## src/rtl/mesh_config_sequencer_pkg.sv

```systemverilog
// ----------------------------------------------------------------------------
// mesh_pkg
// Shared definitions for the mesh configuration sequencer: FSM state
// encoding, PE opcode constants and default timing parameters.
// No ports (package).
// ----------------------------------------------------------------------------
package mesh_pkg;

    typedef enum logic [2:0] {
        ST_IDLE  = 3'd0,
        ST_CLEAR = 3'd1,
        ST_LOAD  = 3'd2,
        ST_RUN   = 3'd3,
        ST_DRAIN = 3'd4
    } seq_state_e;

    // PE opcodes; the sequencer forwards these untouched.
    localparam logic [3:0] OP_FADD = 4'd0;
    localparam logic [3:0] OP_FMUL = 4'd1;
    localparam logic [3:0] OP_SFMA = 4'd2;
    localparam logic [3:0] OP_FMA  = 4'd3;

    localparam int CLEAR_CYCLES_DEF = 2;
    localparam int PIPE_DEPTH_DEF   = 2;
    localparam int CNT_W            = 16;

endpackage

```

## src/rtl/mesh_config_sequencer_if.sv

```systemverilog
// ----------------------------------------------------------------------------
// mesh_config_sequencer_if
// Configuration beat channel (valid/ready handshake) into the sequencer.
//   cfg_valid  : beat valid (master -> slave)
//   cfg_ready  : sequencer accepts beat (slave -> master)
//   cfg_pe     : target PE index
//   cfg_instr  : PE instruction
//   cfg_data   : PE internal register value
//   cfg_last   : final beat of the program
// ----------------------------------------------------------------------------
interface mesh_config_sequencer_if #(
    parameter int NUM_PE = 16
);
    localparam int PE_W = (NUM_PE > 1) ? $clog2(NUM_PE) : 1;

    logic            cfg_valid;
    logic            cfg_ready;
    logic [PE_W-1:0] cfg_pe;
    logic [3:0]      cfg_instr;
    logic [31:0]     cfg_data;
    logic            cfg_last;

    modport master (
        output cfg_valid, cfg_pe, cfg_instr, cfg_data, cfg_last,
        input  cfg_ready
    );

    modport slave (
        input  cfg_valid, cfg_pe, cfg_instr, cfg_data, cfg_last,
        output cfg_ready
    );

endinterface

```

## src/rtl/mesh_config_sequencer_seq_counter.sv

```systemverilog
// ----------------------------------------------------------------------------
// seq_counter
// Loadable down-counter with zero flag; times the CLEAR, RUN and DRAIN phases.
//   clk, reset_n : clock, async active-low reset
//   load         : load load_val (has priority over dec)
//   dec          : decrement; holds at zero instead of wrapping
//   load_val     : value to load
//   zero         : count is zero
// ----------------------------------------------------------------------------
module seq_counter #(
    parameter int W = 16
) (
    input  logic         clk,
    input  logic         reset_n,
    input  logic         load,
    input  logic         dec,
    input  logic [W-1:0] load_val,
    output logic         zero
);

    logic [W-1:0] count;

    always_ff @(posedge clk or negedge reset_n) begin
        if (!reset_n) begin
            count <= '0;
        end else if (load) begin
            count <= load_val;
        end else if (dec && (count != '0)) begin
            count <= count - W'(1);
        end
    end

    assign zero = (count == '0);

endmodule

```

## src/rtl/mesh_config_sequencer.sv

```systemverilog
// ----------------------------------------------------------------------------
// mesh_config_sequencer
// Sequences a PE mesh through clear, per-PE configuration load, a timed run
// and a pipeline drain.
//   clk, reset_n   : clock, async active-low reset
//   cfg_start      : begin a sequence (honoured only in IDLE)
//   run_len        : compute cycles, latched when cfg_start is accepted
//   cfg            : config beat channel (slave side)
//   pe_reset       : synchronous clear broadcast to all PEs
//   pe_load        : one-hot per-PE load strobe
//   pe_instruction : broadcast instruction (holds last loaded value)
//   pe_data        : broadcast register value (holds last loaded value)
//   run_active     : mesh computing
//   busy           : sequencer not idle
//   done, err      : one-cycle pulses: sequence complete / out-of-range PE
//
// state  | meaning
// IDLE   | waiting for cfg_start
// CLEAR  | pe_reset held for CLEAR_CYCLES cycles
// LOAD   | accepting config beats until the last one has been strobed
// RUN    | run_active held for the latched run_len cycles
// DRAIN  | PIPE_DEPTH cycles for the PE pipeline to empty, then done
// ----------------------------------------------------------------------------
module mesh_config_sequencer
    import mesh_pkg::*;
#(
    parameter int NUM_PE       = 16,
    parameter int CLEAR_CYCLES = CLEAR_CYCLES_DEF,
    parameter int PIPE_DEPTH   = PIPE_DEPTH_DEF
) (
    input  logic                     clk,
    input  logic                     reset_n,
    input  logic                     cfg_start,
    input  logic [15:0]              run_len,
    mesh_config_sequencer_if.slave   cfg,
    output logic                     pe_reset,
    output logic [NUM_PE-1:0]        pe_load,
    output logic [3:0]               pe_instruction,
    output logic [31:0]              pe_data,
    output logic                     run_active,
    output logic                     busy,
    output logic                     done,
    output logic                     err
);

    localparam logic [CNT_W-1:0]  CLR_LOAD = CNT_W'(CLEAR_CYCLES - 1);
    localparam logic [CNT_W-1:0]  DRN_LOAD = CNT_W'(PIPE_DEPTH - 1);
    localparam logic [NUM_PE-1:0] PE_ONE   = NUM_PE'(1);

    seq_state_e       state;
    logic [15:0]      run_len_q;
    logic             cfg_ready_q;
    logic             last_pending;
    logic             cnt_load;
    logic             cnt_dec;
    logic [CNT_W-1:0] cnt_val;
    logic             cnt_zero;
    logic             hs;
    logic             pe_in_range;

    assign cfg.cfg_ready = cfg_ready_q;
    assign hs            = cfg.cfg_valid & cfg_ready_q;
    // Only reachable as false when NUM_PE is not a power of two.
    assign pe_in_range   = (int'(cfg.cfg_pe) < NUM_PE);

    // Counters are loaded with length-1 so the phase lasts exactly length
    // cycles: the exit test happens in the cycle the count reads zero.
    always_comb begin
        cnt_load = 1'b0;
        cnt_dec  = 1'b0;
        cnt_val  = '0;
        case (state)
            ST_IDLE: begin
                if (cfg_start) begin
                    cnt_load = 1'b1;
                    cnt_val  = CLR_LOAD;
                end
            end
            ST_CLEAR: cnt_dec = 1'b1;
            ST_LOAD: begin
                if (last_pending) begin
                    cnt_load = 1'b1;
                    cnt_val  = (run_len_q != 16'd0) ? (run_len_q - 16'd1) : DRN_LOAD;
                end
            end
            ST_RUN: begin
                if (cnt_zero) begin
                    cnt_load = 1'b1;
                    cnt_val  = DRN_LOAD;
                end else begin
                    cnt_dec = 1'b1;
                end
            end
            ST_DRAIN: cnt_dec = 1'b1;
            default: ;
        endcase
    end

    seq_counter #(.W(CNT_W)) u_seq_counter (
        .clk      (clk),
        .reset_n  (reset_n),
        .load     (cnt_load),
        .dec      (cnt_dec),
        .load_val (cnt_val),
        .zero     (cnt_zero)
    );

    always_ff @(posedge clk or negedge reset_n) begin
        if (!reset_n) begin
            state          <= ST_IDLE;
            run_len_q      <= '0;
            cfg_ready_q    <= 1'b0;
            last_pending   <= 1'b0;
            pe_reset       <= 1'b0;
            pe_load        <= '0;
            pe_instruction <= '0;
            pe_data        <= '0;
            run_active     <= 1'b0;
            busy           <= 1'b0;
            done           <= 1'b0;
            err            <= 1'b0;
        end else begin
            pe_load <= '0;
            err     <= 1'b0;
            done    <= 1'b0;
            case (state)
                ST_IDLE: begin
                    if (cfg_start) begin
                        run_len_q <= run_len;
                        pe_reset  <= 1'b1;
                        busy      <= 1'b1;
                        state     <= ST_CLEAR;
                    end
                end
                ST_CLEAR: begin
                    if (cnt_zero) begin
                        pe_reset    <= 1'b0;
                        cfg_ready_q <= 1'b1;
                        state       <= ST_LOAD;
                    end
                end
                ST_LOAD: begin
                    // Stay in LOAD for the cycle the final strobe is visible so
                    // pe_load never overlaps RUN.
                    if (last_pending) begin
                        last_pending <= 1'b0;
                        if (run_len_q != 16'd0) begin
                            run_active <= 1'b1;
                            state      <= ST_RUN;
                        end else begin
                            state <= ST_DRAIN;
                        end
                    end else if (hs) begin
                        if (pe_in_range) begin
                            pe_load        <= PE_ONE << cfg.cfg_pe;
                            pe_instruction <= cfg.cfg_instr;
                            pe_data        <= cfg.cfg_data;
                        end else begin
                            err <= 1'b1;
                        end
                        if (cfg.cfg_last) begin
                            cfg_ready_q  <= 1'b0;
                            last_pending <= 1'b1;
                        end
                    end
                end
                ST_RUN: begin
                    if (cnt_zero) begin
                        run_active <= 1'b0;
                        state      <= ST_DRAIN;
                    end
                end
                ST_DRAIN: begin
                    if (cnt_zero) begin
                        busy  <= 1'b0;
                        done  <= 1'b1;
                        state <= ST_IDLE;
                    end
                end
                default: state <= ST_IDLE;
            endcase
        end
    end

endmodule

```

## src/flat_wrapper.sv

```systemverilog
// flat-port wrapper written by rule: the top's interface ports become plain ports
module mesh_config_sequencer_flat import mesh_pkg::*;
#(
    parameter int NUM_PE       = 16,
    parameter int CLEAR_CYCLES = CLEAR_CYCLES_DEF,
    parameter int PIPE_DEPTH   = PIPE_DEPTH_DEF
)
  (clk, reset_n, cfg_start, run_len, pe_reset, pe_load, pe_instruction, pe_data, run_active, busy, done, err, cfg_cfg_valid, cfg_cfg_pe, cfg_cfg_instr, cfg_cfg_data, cfg_cfg_last, cfg_cfg_ready);
  mesh_config_sequencer_if #(.NUM_PE(NUM_PE)) cfg_i ();
  input  logic clk;
  input  logic reset_n;
  input  logic cfg_start;
  input  logic [15:0] run_len;
  output logic pe_reset;
  output logic [NUM_PE-1:0] pe_load;
  output logic [3:0] pe_instruction;
  output logic [31:0] pe_data;
  output logic run_active;
  output logic busy;
  output logic done;
  output logic err;
  input wire logic [$bits(cfg_i.cfg_valid)-1:0] cfg_cfg_valid;
  input wire logic [$bits(cfg_i.cfg_pe)-1:0] cfg_cfg_pe;
  input wire logic [$bits(cfg_i.cfg_instr)-1:0] cfg_cfg_instr;
  input wire logic [$bits(cfg_i.cfg_data)-1:0] cfg_cfg_data;
  input wire logic [$bits(cfg_i.cfg_last)-1:0] cfg_cfg_last;
  output wire logic [$bits(cfg_i.cfg_ready)-1:0] cfg_cfg_ready;
  assign cfg_i.cfg_valid = cfg_cfg_valid;
  assign cfg_i.cfg_pe = cfg_cfg_pe;
  assign cfg_i.cfg_instr = cfg_cfg_instr;
  assign cfg_i.cfg_data = cfg_cfg_data;
  assign cfg_i.cfg_last = cfg_cfg_last;
  assign cfg_cfg_ready = cfg_i.cfg_ready;
  mesh_config_sequencer #(.NUM_PE(NUM_PE), .CLEAR_CYCLES(CLEAR_CYCLES), .PIPE_DEPTH(PIPE_DEPTH)) u_core (.clk(clk), .reset_n(reset_n), .cfg_start(cfg_start), .run_len(run_len), .cfg(cfg_i), .pe_reset(pe_reset), .pe_load(pe_load), .pe_instruction(pe_instruction), .pe_data(pe_data), .run_active(run_active), .busy(busy), .done(done), .err(err));
endmodule
```

## config.mk

```make
export PLATFORM = sky130hd
export DESIGN_NAME = mesh_config_sequencer_flat
export DESIGN_NICKNAME = d
export VERILOG_FILES = /design/src/rtl/mesh_config_sequencer_pkg.sv /design/src/rtl/mesh_config_sequencer_if.sv /design/src/rtl/mesh_config_sequencer_seq_counter.sv /design/src/rtl/mesh_config_sequencer.sv /design/src/flat_wrapper.sv
export SDC_FILE = /design/constraint.sdc
export NUM_CORES = 1
export LEC_CHECK = 0
export CAP_MARGIN = 15
export CORE_ASPECT_RATIO = 1.1
export CORE_MARGIN = 2
export CORE_UTILIZATION = 50
export CTS_BUF_LIST = sky130_fd_sc_hd__clkbuf_8
export CTS_CLUSTER_SIZE = 16
export DETAILED_ROUTE_END_ITERATION = 12
export GPL_TIMING_DRIVEN = 0
export PLACE_DENSITY = 0.85
export SETUP_SLACK_MARGIN = 0.2
export SLEW_MARGIN = 20
export SYNTH_ARGS = -nofsm -noshare
export SYNTH_HDL_FRONTEND = slang
export SYNTH_SLANG_ARGS = --single-unit
```

## constraint.sdc

```tcl
create_clock -name clk -period 2.84 [get_ports clk]
set_input_delay 0.852 -clock clk [delete_from_list [all_inputs] [get_ports clk]]
set_output_delay 0.852 -clock clk [all_outputs]
set_load 0.01 [all_outputs]
```

==> impl_results.md <==
* Final hold slack at around 0.48 ns
* Maximum clock frequency at 406 MHz
* Avg Inst Size Synth at 11.5 um^2
* M3 GR Usage at between 4 and 5%
* Final Net Count at 569
* Worst Hold Class: in -> async
* Largest net degree at the start of global routing at 51
* Most used DFF post-synth: dfrtp_1
* CTS H-tree depth at 3
* CP Launch Type: register
* Final Cycle Share at 86.6%
* Reg clk slew, reported paths at 0.10 ns
* Post-synth top cells: 93 x dfrtp_1, 50 x mux2_2, 35 x nor2_1
* Post-DP HPWL at around 7700 um
* GR peak layer: met2
* Clk_lat worst skew at around 0.37 ns
* Largest family of logic cells by synthesized area: simple AND/OR/NAND/NOR gates
* Die area at 9310 um^2
* RSZ-0062 raised after global routing: no
* CTS tree: yes
* GR Util All Layers at 22.6%
* Layout area overhead at 38.1%
* Post-Syn Area at roughly 4300 um^2
* Antenna-violating nets left at 0
* Max VDD drop at 0.391 mV
* Max-slew violations at 0
* Avg WL per Cell at 16.9 um
* Internal reg-to-reg setup slack at 0.38 ns
* DRC at 0
* Top-level port count at ~120
* Power, Total at 2.67 mW
* Area after DPL at 5610 um^2
* GPL Wtd Cong at 0.846
* Post-Route WL at around 10000 um
* Setup crit end kind: register
* Post-Synth Adder-Cell Area at 0.878%
* Cell taking the most area after synthesis: dfrtp_1
* CP arrival at ~2.7 ns
* CTS Buf Count at 9
* Compound-Gate Fraction of Synth Area at 10.2%
* Vias at ~3500
* Yosys warns at 0
* Placed Cells at 601
* N_diodes at 0
* FILL cells at 545
* Cells after synthesis at roughly 370
* Via-to-Cell Ratio at 5.70
* Core Box Area at about 8400 um^2
* Setup violations, final at 0
* DR pass1 iterations at 5
* Final worst setup slack at 0.379 ns
* Top cell type's share of synthesized area at 54.4%
* Power per cell area at 452 nW/um^2
* Skew final at 0.0131 ns
* Top-count cell post-synth: dfrtp_1
* Design Area, Final at 5910 um^2
* Area contributors post-synth: dfrtp_1 54%, mux2_2 13%, nor2_1 3.1%
* Max transition margin at 41.3%
* Post-synth EDFFs at 0
* Place WS at -0.344 ns
* Synth cell types at 59
* Initial antenna violation count at 0
* # port buffers at 117
* End of the worst register-to-register path: u_core.u_seq_counter.count[13]
* Met2 usage at roughly 38%
* Hold Vio Cnt, Final at 0
* CP Data Required Time at 3.10 ns
* Initial core utilization at about half
* Vias in the first global route at 3495
* CTS root buf: clkbuf_8
* Met1 Usage GRT at roughly 28%
* Grt ovf at 0
* Row Count at 35
* Clock tree buffer depth at 2
* Max-cap violations at 0
* Simple-gate share of the synthesized area at ~15%
* FF-to-FF path depth at 7
* Die height at 101 um
* Crit path max fanout at 8
* Flip-flop and latch count after synthesis at 93
* Crit Path Class: reg -> reg
* Tmin final at 2.46 ns
* Fin Setup TNS at 0 ns
* Final Core Density at 70.6%
* Fin cells at between 600 and 700
* 1st-iter DRT viols at between 300 and 400
* Sequential cell area fraction in the yosys report at ~54%
* Asr flop ratio synth at 100%
* Leakage at 2.51 nW
* Worst Tran Pin Value at about 0.87 ns
* Cts hold-fix bufs at 0
* R2R Path Start: u_core.u_seq_counter.count[8]
* Status: completed
* CTS Sinks at 93
* Layout cells sized above 1 at 19.2%
* Mapped Nets at 436
* Die width at 92.2 um
* Mux contribution to synthesized area at 13.9%
* Post-Synth XOR/XNOR Area at around 2.5%
* Global-route wire length before repair at 16600 um
per-layer routing:
metal,vias up,routed length [um]
li1,1613,-
met1,1727,4060
met2,167,5400
met3,34,641
met4,0,377
met5,-,0
registers in the layout, indices dropped and copies added (netlist names), 3 cells and up:
| register | cells |
|---|---|
| u_core.pe_data | 32 |
| u_core.pe_instruction | 4 |
| u_core.pe_load | 16 |
| u_core.run_len_q | 16 |
| u_core.state | 3 |
| u_core.u_seq_counter.count | 16 |
critical path, cell delays in order (launching register included):
cell and delay [ns]:
dfrtp_1 0.45, or4_1 0.51, buf_2 0.17, or4_4 0.59, nand2_4 0.14, nand2_2 0.15, o21a_1 0.17, o22a_1 0.16
cell usage in the layout, fill, tap and decap left out, types with 4 or more instances in the layout:
master / count
xor2_1: 4
o21a_1: 5
dfrtp_1: 93
a31oi_1: 4
or4_1: 6
xnor2_1: 8
nand2_1: 9
nor4_1: 4
clkdlybuf4s50_1: 116
nor2_1: 35
o22ai_1: 6
mux2_2: 50
or3_1: 7
buf_4: 7
o21ai_0: 14
nor3_1: 14
clkbuf_1: 8
clkbuf_8: 9
nand2b_1: 6
nand3_1: 9
a21oi_1: 13
inv_1: 13
cells by family after synthesis:
logic type / count (synthesis)
muxes: 53
buffers and inverters: 28
other: 1
and+or+nand+nor: 118
adders and majority gates: 3
AOI/OAI and AO/OA: 64
xor gates and xnor gates: 12
DFF: 93
where the power goes:
part	internal (mW)	leakage, nW	switching (mW)
sequential	1.39	1.20	0.0786
clock	0.430	0.106	0.518
combinational	0.146	1.20	0.108
layout make-up:
class                           count  area, um^2  share of cell area, %
Multi-Input combinational cell    251        1870                   31.7
Tap cell                          111         139                   2.35
Clock buffer                        9         124                   2.10
Buffer                             15        78.8                   1.33
Sequential cell                    93        2330                   39.4
Clock inverter                      7        91.3                   1.55
Inverter                           13        48.8                  0.826
Timing Repair Buffer              122        1230                   20.8
how the worst max path moves through the flow:
stage	cells past startpoint	endpoint	from
after floorplan	9	u_core.u_seq_counter.count[3]	u_core.run_len_q[0]
after global placement	1	u_core.pe_data[27]	reset_n
after detailed placement	7	u_core.pe_load[1]	cfg_cfg_valid
after CTS	9	u_core.u_seq_counter.count[4]	u_core.run_len_q[0]
after global routing	8	u_core.u_seq_counter.count[6]	u_core.u_seq_counter.count[0]
final	7	u_core.u_seq_counter.count[13]	u_core.u_seq_counter.count[8]
timing repair:
action                                  in CTS  in global routing
resized for setup                            4                  6
pin swaps                                    0                  3
buffers inserted                             0                  4
endpoints found under the setup margin      33                 28
Power figures use the tool's default switching activity.
